**src/rtl/ray_gen.sv**
```systemverilog
// Camera ray generator: walks a width x height raster row-major and writes one ray per pixel
// into a FIFO (out_wr_en/out_full). Optional pixel tags on out_px/out_py under RAY_GEN_PIXEL_TAG_EN.
module ray_gen #(
    parameter int D_BITS = 32,
    parameter int Q_BITS = 16,
    parameter int W_BITS = 10,
    parameter int H_BITS = 10
) (
    input  logic                   clock,
    input  logic                   reset,
    input  logic                   start,
    input  logic [W_BITS-1:0]      width,
    input  logic [H_BITS-1:0]      height,
    input  logic [2:0][D_BITS-1:0] cam_origin,
    input  logic [2:0][D_BITS-1:0] dir_base,
    input  logic [2:0][D_BITS-1:0] step_x,
    input  logic [2:0][D_BITS-1:0] step_y,
    input  logic                   out_full,
    output logic                   out_wr_en,
    output logic [2:0][D_BITS-1:0] origin,
    output logic [2:0][D_BITS-1:0] dir,
    output logic                   busy,
    output logic                   done,
`ifdef RAY_GEN_PIXEL_TAG_EN
    output logic [W_BITS-1:0]      out_px,
    output logic [H_BITS-1:0]      out_py,
`endif
    output logic [1:0]             state_dbg
);

    typedef enum logic [1:0] {
        IDLE = 2'd0,
        RUN  = 2'd1,
        DONE = 2'd2
    } state_t;

    localparam logic [W_BITS-1:0] W_ONE = W_BITS'(1);
    localparam logic [H_BITS-1:0] H_ONE = H_BITS'(1);

    // Q_BITS only documents the fixed-point format; every operation is a plain wrapping add.
    if (Q_BITS < 0 || Q_BITS >= D_BITS) begin : g_bad_q_bits
        $error("Q_BITS must lie in [0, D_BITS)");
    end

    state_t                   state;
    logic [W_BITS-1:0]        px;
    logic [H_BITS-1:0]        py;
    logic [W_BITS-1:0]        width_q;
    logic [H_BITS-1:0]        height_q;
    logic [2:0][D_BITS-1:0]   origin_q;
    logic [2:0][D_BITS-1:0]   step_x_q;
    logic [2:0][D_BITS-1:0]   step_y_q;
    logic [2:0][D_BITS-1:0]   cur_dir;
    logic [2:0][D_BITS-1:0]   row_dir;

    always_ff @(posedge clock) begin
        if (reset) begin
            state    <= IDLE;
            px       <= '0;
            py       <= '0;
            width_q  <= '0;
            height_q <= '0;
            origin_q <= '0;
            step_x_q <= '0;
            step_y_q <= '0;
            cur_dir  <= '0;
            row_dir  <= '0;
        end else begin
            case (state)
                IDLE: begin
                    if (start) begin
                        width_q  <= width;
                        height_q <= height;
                        origin_q <= cam_origin;
                        step_x_q <= step_x;
                        step_y_q <= step_y;
                        cur_dir  <= dir_base;
                        row_dir  <= dir_base;
                        px       <= '0;
                        py       <= '0;
                        state    <= (width == '0 || height == '0) ? DONE : RUN;
                    end
                end
                RUN: begin
                    // A write happens exactly when out_full is low; otherwise everything holds.
                    if (!out_full) begin
                        if (px != width_q - W_ONE) begin
                            px <= px + W_ONE;
                            for (int i = 0; i < 3; i++) begin
                                cur_dir[i] <= cur_dir[i] + step_x_q[i];
                            end
                        end else if (py != height_q - H_ONE) begin
                            px <= '0;
                            py <= py + H_ONE;
                            // Each component adds separately so carries never cross x/y/z.
                            for (int i = 0; i < 3; i++) begin
                                row_dir[i] <= row_dir[i] + step_y_q[i];
                                cur_dir[i] <= row_dir[i] + step_y_q[i];
                            end
                        end else begin
                            state <= DONE;
                        end
                    end
                end
                DONE: begin
                    state <= IDLE;
                end
                default: begin
                    state <= IDLE;
                end
            endcase
        end
    end

    // Outputs decode the registered state only; the data path is zero outside RUN.
    assign out_wr_en = (state == RUN) && !out_full;
    assign busy      = (state == RUN);
    assign done      = (state == DONE);
    assign origin    = (state == RUN) ? origin_q : '0;
    assign dir       = (state == RUN) ? cur_dir : '0;
    assign state_dbg = state;

`ifdef RAY_GEN_PIXEL_TAG_EN
    assign out_px = px;
    assign out_py = py;
`endif

endmodule

```
**config.mk**
```make
export PLATFORM = sky130hd
export DESIGN_NAME = ray_gen
export DESIGN_NICKNAME = d
export VERILOG_FILES = /design/src/rtl/ray_gen.sv
export SDC_FILE = /design/constraint.sdc
export NUM_CORES = 2
export LEC_CHECK = 0
export CAP_MARGIN = 10
export CORE_ASPECT_RATIO = 0.75
export CORE_MARGIN = 4
export CORE_UTILIZATION = 40
export CTS_BUF_LIST = sky130_fd_sc_hd__clkbuf_16
export DETAILED_ROUTE_END_ITERATION = 7
export DONT_BUFFER_PORTS = 1
export PLACE_DENSITY = 0.64
export SLEW_MARGIN = 20
export SYNTH_ARGS = -nofsm -noshare
export SYNTH_HDL_FRONTEND = slang
export SYNTH_SLANG_ARGS = --single-unit
```
**constraint.sdc**
```tcl
create_clock -name clock -period 3.8 [get_ports clock]
set_input_delay 0.95 -clock clock [delete_from_list [all_inputs] [get_ports clock]]
set_output_delay 0.95 -clock clock [all_outputs]
set_load 0.01 [all_outputs]
```
# Word-level counts from Yosys, hierarchy flattened

Index checks and enable logic that the tools add are counted.

Bits in registers: 522
Output and inout port bits: 197
Logic and storage cells: 76

$add $sub $neg: 10
Equality and inequality tests: 10
Mux-type cells: 25
Reduce and logical (&&, ||, !) cells: 11

Operators with widths:

| kind                    | number |
|---|---|
| $mux W96                | 8 |
| $pmux W96 S2            | 2 |
| $add A32 B32 Y32        | 6 |
| $mux W10                | 7 |
| $pmux W10 S2            | 2 |
| $add A10 B1 Y10 const B | 2 |
| $logic_not A10 Y1       | 2 |
| $ne A10 B10 Y1          | 2 |
| $sub A10 B1 Y10 const B | 2 |
| $mux W2                 | 5 |
| $ne A2 B2 Y1 const B    | 4 |
| $reduce_and A4 Y1       | 2 |
| $reduce_and A5 Y1       | 1 |
| $pmux W2 S2             | 1 |
| $ne A3 B1 Y1 const B    | 1 |
| $eq A2 B1 Y1 const B    | 1 |
| $eq A2 B2 Y1 const B    | 1 |
| $logic_not A2 Y1        | 1 |
| $ne A2 B1 Y1 const B    | 1 |
| $reduce_and A2 Y1       | 1 |
| $reduce_bool A2 Y1      | 1 |
| $logic_and A1 B1 Y1     | 1 |
| $logic_not A1 Y1        | 1 |
| $logic_or A1 B1 Y1      | 1 |

# Longest topological paths before layout

Depth after elaboration: 6
Gate-level depth with buffers: 15

# Least setup slack after synthesis

No wires, ideal clock.

Path kind: register to register
From: register step_x_q[32] in the netlist's numbering
To: register cur_dir[60] in the netlist's numbering
Setup time: 124 ps
Data arrival time: 3,020 ps
Data required time: 3,676 ps
Path slack: 656 ps
Cell stages (with the launch flop): 13
Path buffers: 0
Period minus slack after synthesis: 3,144 ps
Path through: dfxtp_1 ha_1 fa_1 a211oi_1 o21ai_0 a41oi_1 o311ai_0 a31o_2 a22oi_1 a311oi_1 xnor2_1 a221oi_1 a21oi_1

Cells in the longest elaborated chain, start to end: 4

RTL lines:

| element                        | line | source |
|---|---|---|
| start: declaration             | 51   | `logic [2:0][D_BITS-1:0] step_x_q;` |
| start signal: assignment       | 75   | `step_x_q <= step_x;` |
| $add A32 B32 Y32               | 90   | `cur_dir[i] <= cur_dir[i] + step_x_q[i];` |
| $mux W96                       | 87   | `if (px != width_q - W_ONE) begin` |
| $mux W96                       | 86   | `if (!out_full) begin` |
| $pmux W96 S2                   | 69   | `case (state)` |
| end signal: assignment         | 77   | `cur_dir <= dir_base;` |
| end signal: indexed assignment | 90   |  |
| end signal: indexed assignment | 98   | `cur_dir[i] <= row_dir[i] + step_y_q[i];` |
| end: declaration               | 53   | `logic [2:0][D_BITS-1:0] cur_dir;` |

No other way between the ends. The select of a mux whose other input is x is not followed.
A chain may end at the register's enable or synchronous reset.

# Worst setup path in the final report

From: register step_y_q[32] in the netlist's numbering
To: register cur_dir[62] in the netlist's numbering

Cells in the longest elaborated chain, start to end: 5

RTL lines:

| element                  | line | source |
|---|---|---|
| start: declaration       | 52   | `logic [2:0][D_BITS-1:0] step_y_q;` |
| start signal: assignment | 76   | `step_y_q <= step_y;` |
| $add A32 B32 Y32         | 98   |  |
| $mux W96                 | 92   | `end else if (py != height_q - H_ONE) begin` |
| $mux W96                 | 87   |  |
| $mux W96                 | 86   |  |
| $pmux W96 S2             | 69   |  |

No other way between the ends. The select of a mux whose other input is x is not followed.

==> reports/metrics.cfg <==
[status]
status=finished, final reports clean

[clocking]
cts.clk_slew.worst_paths_ns=0.07
cts_buffers=56
clk_latency_ns=0.66
cts-root-buf=clkbuf_16
htree_levels=2
post-cts-setup-buffer-count=0
cts_tree=yes
clkSinkCount=522
clockBufferDepth=3

[power]
irDropWorstVdd_v=0.000433
leakagePower_nw=14.0
p_total_w=0.0147
internal_power_w=0.00978
clkPwrFrac=0.362
p_switching_w=0.00490
combPwrFrac=0.212
power_density_nw_per_um2=431
pwr-share-seq=0.426
swShare=0.334

[grt]
grt_pass1_wl_um=184000
overflow=0
grt_pass1_vias=26700
grt_util_all_layers=0.292
grt_max_degree=451
antenna_found_initial=23

[yosys]
synth_top_cell_area_share=0.333
syn_area_um2=31400
synth_warnings=0
synthCells=4168
yosysMostFrequentCell=nand2_1
yosys_register_bits=522
syn_nets=4772
yosysTopAreaCell=dfxtp_1
synthTopCellsByCount=nand2_1 (904), a21oi_1 (553), dfxtp_1 (522)
async_reset_ff_frac=0
synthTopCellsByArea=dfxtp_1 (33%), nand2_1 (11%), a21oi_1 (8.8%)
synth_edf_count=0
avgSynthCellArea_um2=7.54
synthDistinctLibCells=86
ys_seq_area_frac=0.333
synth_ff_type=dfxtp_1

[routing]
vias=30400
routed_wl_um=129000
via_per_inst=5.92
detail_route.wl_per_cell_um=25.1
drt_iter0_markers=3675
firstDrtPassIters=6
drc_errors=0
antenna_left=0

[setup_path]
critPathKind=register to register
cp_num_buf_inv=0
cp_slowest_cell=fa_1
crit_chain=ha_1, fa_1, a211oi_1, o21ai_0, nand4_1, a31oi_1, a221o_1, a41o_1, o41ai_1, xnor2_1, nand2_1, a21oi_1
cp_top_family=compound AO/OA/AOI/OAI gates
rrSetupSlack_ns=0.23
slowest_delay_ns=0.44
arrival_ns=4.15
worst-path-max-fanout=4
crit_required_ns=4.37
endpoint_kind=register
crit_path_start_kind=register

[placement]
dpl_worst_slack_ns=0.214
portBuffers=0
place_congestion=0.985
dp_hpwl_um=98700
postPlaceCellArea_um2=32300

[layout]
final_layout_size_suffix_gt1_frac=0.0514
postLayoutCoreUtil=0.440
area_growth_pct=8.49
nets=4642
design_area_um2=34100

[floorplan]
die_y_um=251
ios=605
core-area_um2=77400
initial_core_util=0.406
dieArea_um2=83100
rows=88
die_w_um=332

[timing]
fmax_mhz=280
worst_pin_slew_ns=1.48
clock_skew_ns=0.0305
fin_crit_sh=0.941
setup_viol=0
hold_viol=0
final.setup.tns_ns=0
rsz0062_at_grt=false
final_max_slew_viol_count=0
worst_slack_ns=0.225
layout_min_cycle_time_ns=3.57
slew_headroom=0.0134

[run]
cap_violations=0

[hold_path]
hold_class=input pin to register

metrics by stage:
stage / std cells / hold WS (ns)
after CTS: 5118 / 0.360
after floorplan: 4168 / 0.432
after detailed placement: 5015 / 0.442
after global routing: 5122 / 0.375
after global placement: 5015 / 0.437
final: 5129 / 0.390
timing repair:
item	CTS	global route
gates resized for setup	0	4
hold buffers	0	0
setup endpoints to repair	0	3
area by class of cell:
class,instances,area [µm²]
multi-input combinational,3334,19800
sequential,522,10500
timing repair buffer,71,624
fill,7906,43300
clock buffer,57,1430
antenna,11,27.5
tap,1035,1290
inverter,53,206
clock inverter,46,298
logic make-up (layout without fill, tap and decap cells):
kind of cell,Yosys count,after routing,share of synthesized area
flip-flops,522,522,0.333
multiplexers,26,26,0.00828
adder cells (fa/ha/maj),196,196,0.0795
buffers and inverters,312,227,0.0407
XOR/XNOR,200,200,0.0558
AO/OA/AOI/OAI,1244,1244,0.249
AND/OR/NAND/NOR,1668,1668,0.234
other,0,11,0
flip-flops by register name (all words and copies together), names as in the netlist:
register / cells
width_q: 10
height_q: 10
origin_q: 96
step_y_q: 96
py: 10
px: 10
row_dir: 96
state_dbg: 2
cur_dir: 96
step_x_q: 96
routing by layer:
| metal | GRT usage | vias up | routed length (µm) |
|---|---|---|---|
| li1 | - | 14400 | - |
| met1 | 0.444 | 14300 | 60300 |
| met2 | 0.355 | 1494 | 46400 |
| met3 | 0.133 | 177 | 18200 |
| met4 | 0.0836 | 22 | 3850 |
| met5 | 0 | - | 155 |
layout by cell type (no fill, tap or decap), types with 16 or more instances in the layout:
master / count
o21bai_1: 29
clkbuf_16: 57
nand2_1: 904
a21oi_1: 553
nand2b_1: 16
nand4_1: 26
o211ai_1: 54
a211oi_1: 63
nor2_1: 295
and2_1: 204
o31ai_1: 20
mux2i_1: 26
nor3_1: 56
and3_1: 34
a31oi_1: 35
xor2_1: 74
dfxtp_1: 522
nand3_1: 62
ha_1: 190
xnor2_1: 126
a221oi_1: 16
buf_4: 63
inv_1: 66
a311oi_2: 17
o21ai_0: 180
a21o_1: 90
o21a_1: 23
worst paths after layout:
path	depth (start not counted)	to	startpoint
worst max-delay path	12	cur_dir[62]$_SDFFE_PP0P_	step_y_q[32]$_SDFFE_PP0P_
worst min register to register	2	origin_q[17]$_SDFFE_PP0P_	origin_q[17]$_SDFFE_PP0P_
worst max register to register	12	cur_dir[62]$_SDFFE_PP0P_	step_y_q[32]$_SDFFE_PP0P_
worst min-delay path	1	step_x_q[38]$_SDFFE_PP0P_	reset
power by group through the flow:
stage               clock (W)  combinational [W]  sequential, W
floorplan                   0            0.00221        0.00615
global placement            0            0.00297        0.00634
detailed placement          0            0.00298        0.00634
CTS                   0.00539            0.00301        0.00623
global route          0.00561            0.00338        0.00627
finish                0.00532            0.00311        0.00625
Power figures use the tool's default switching activity.
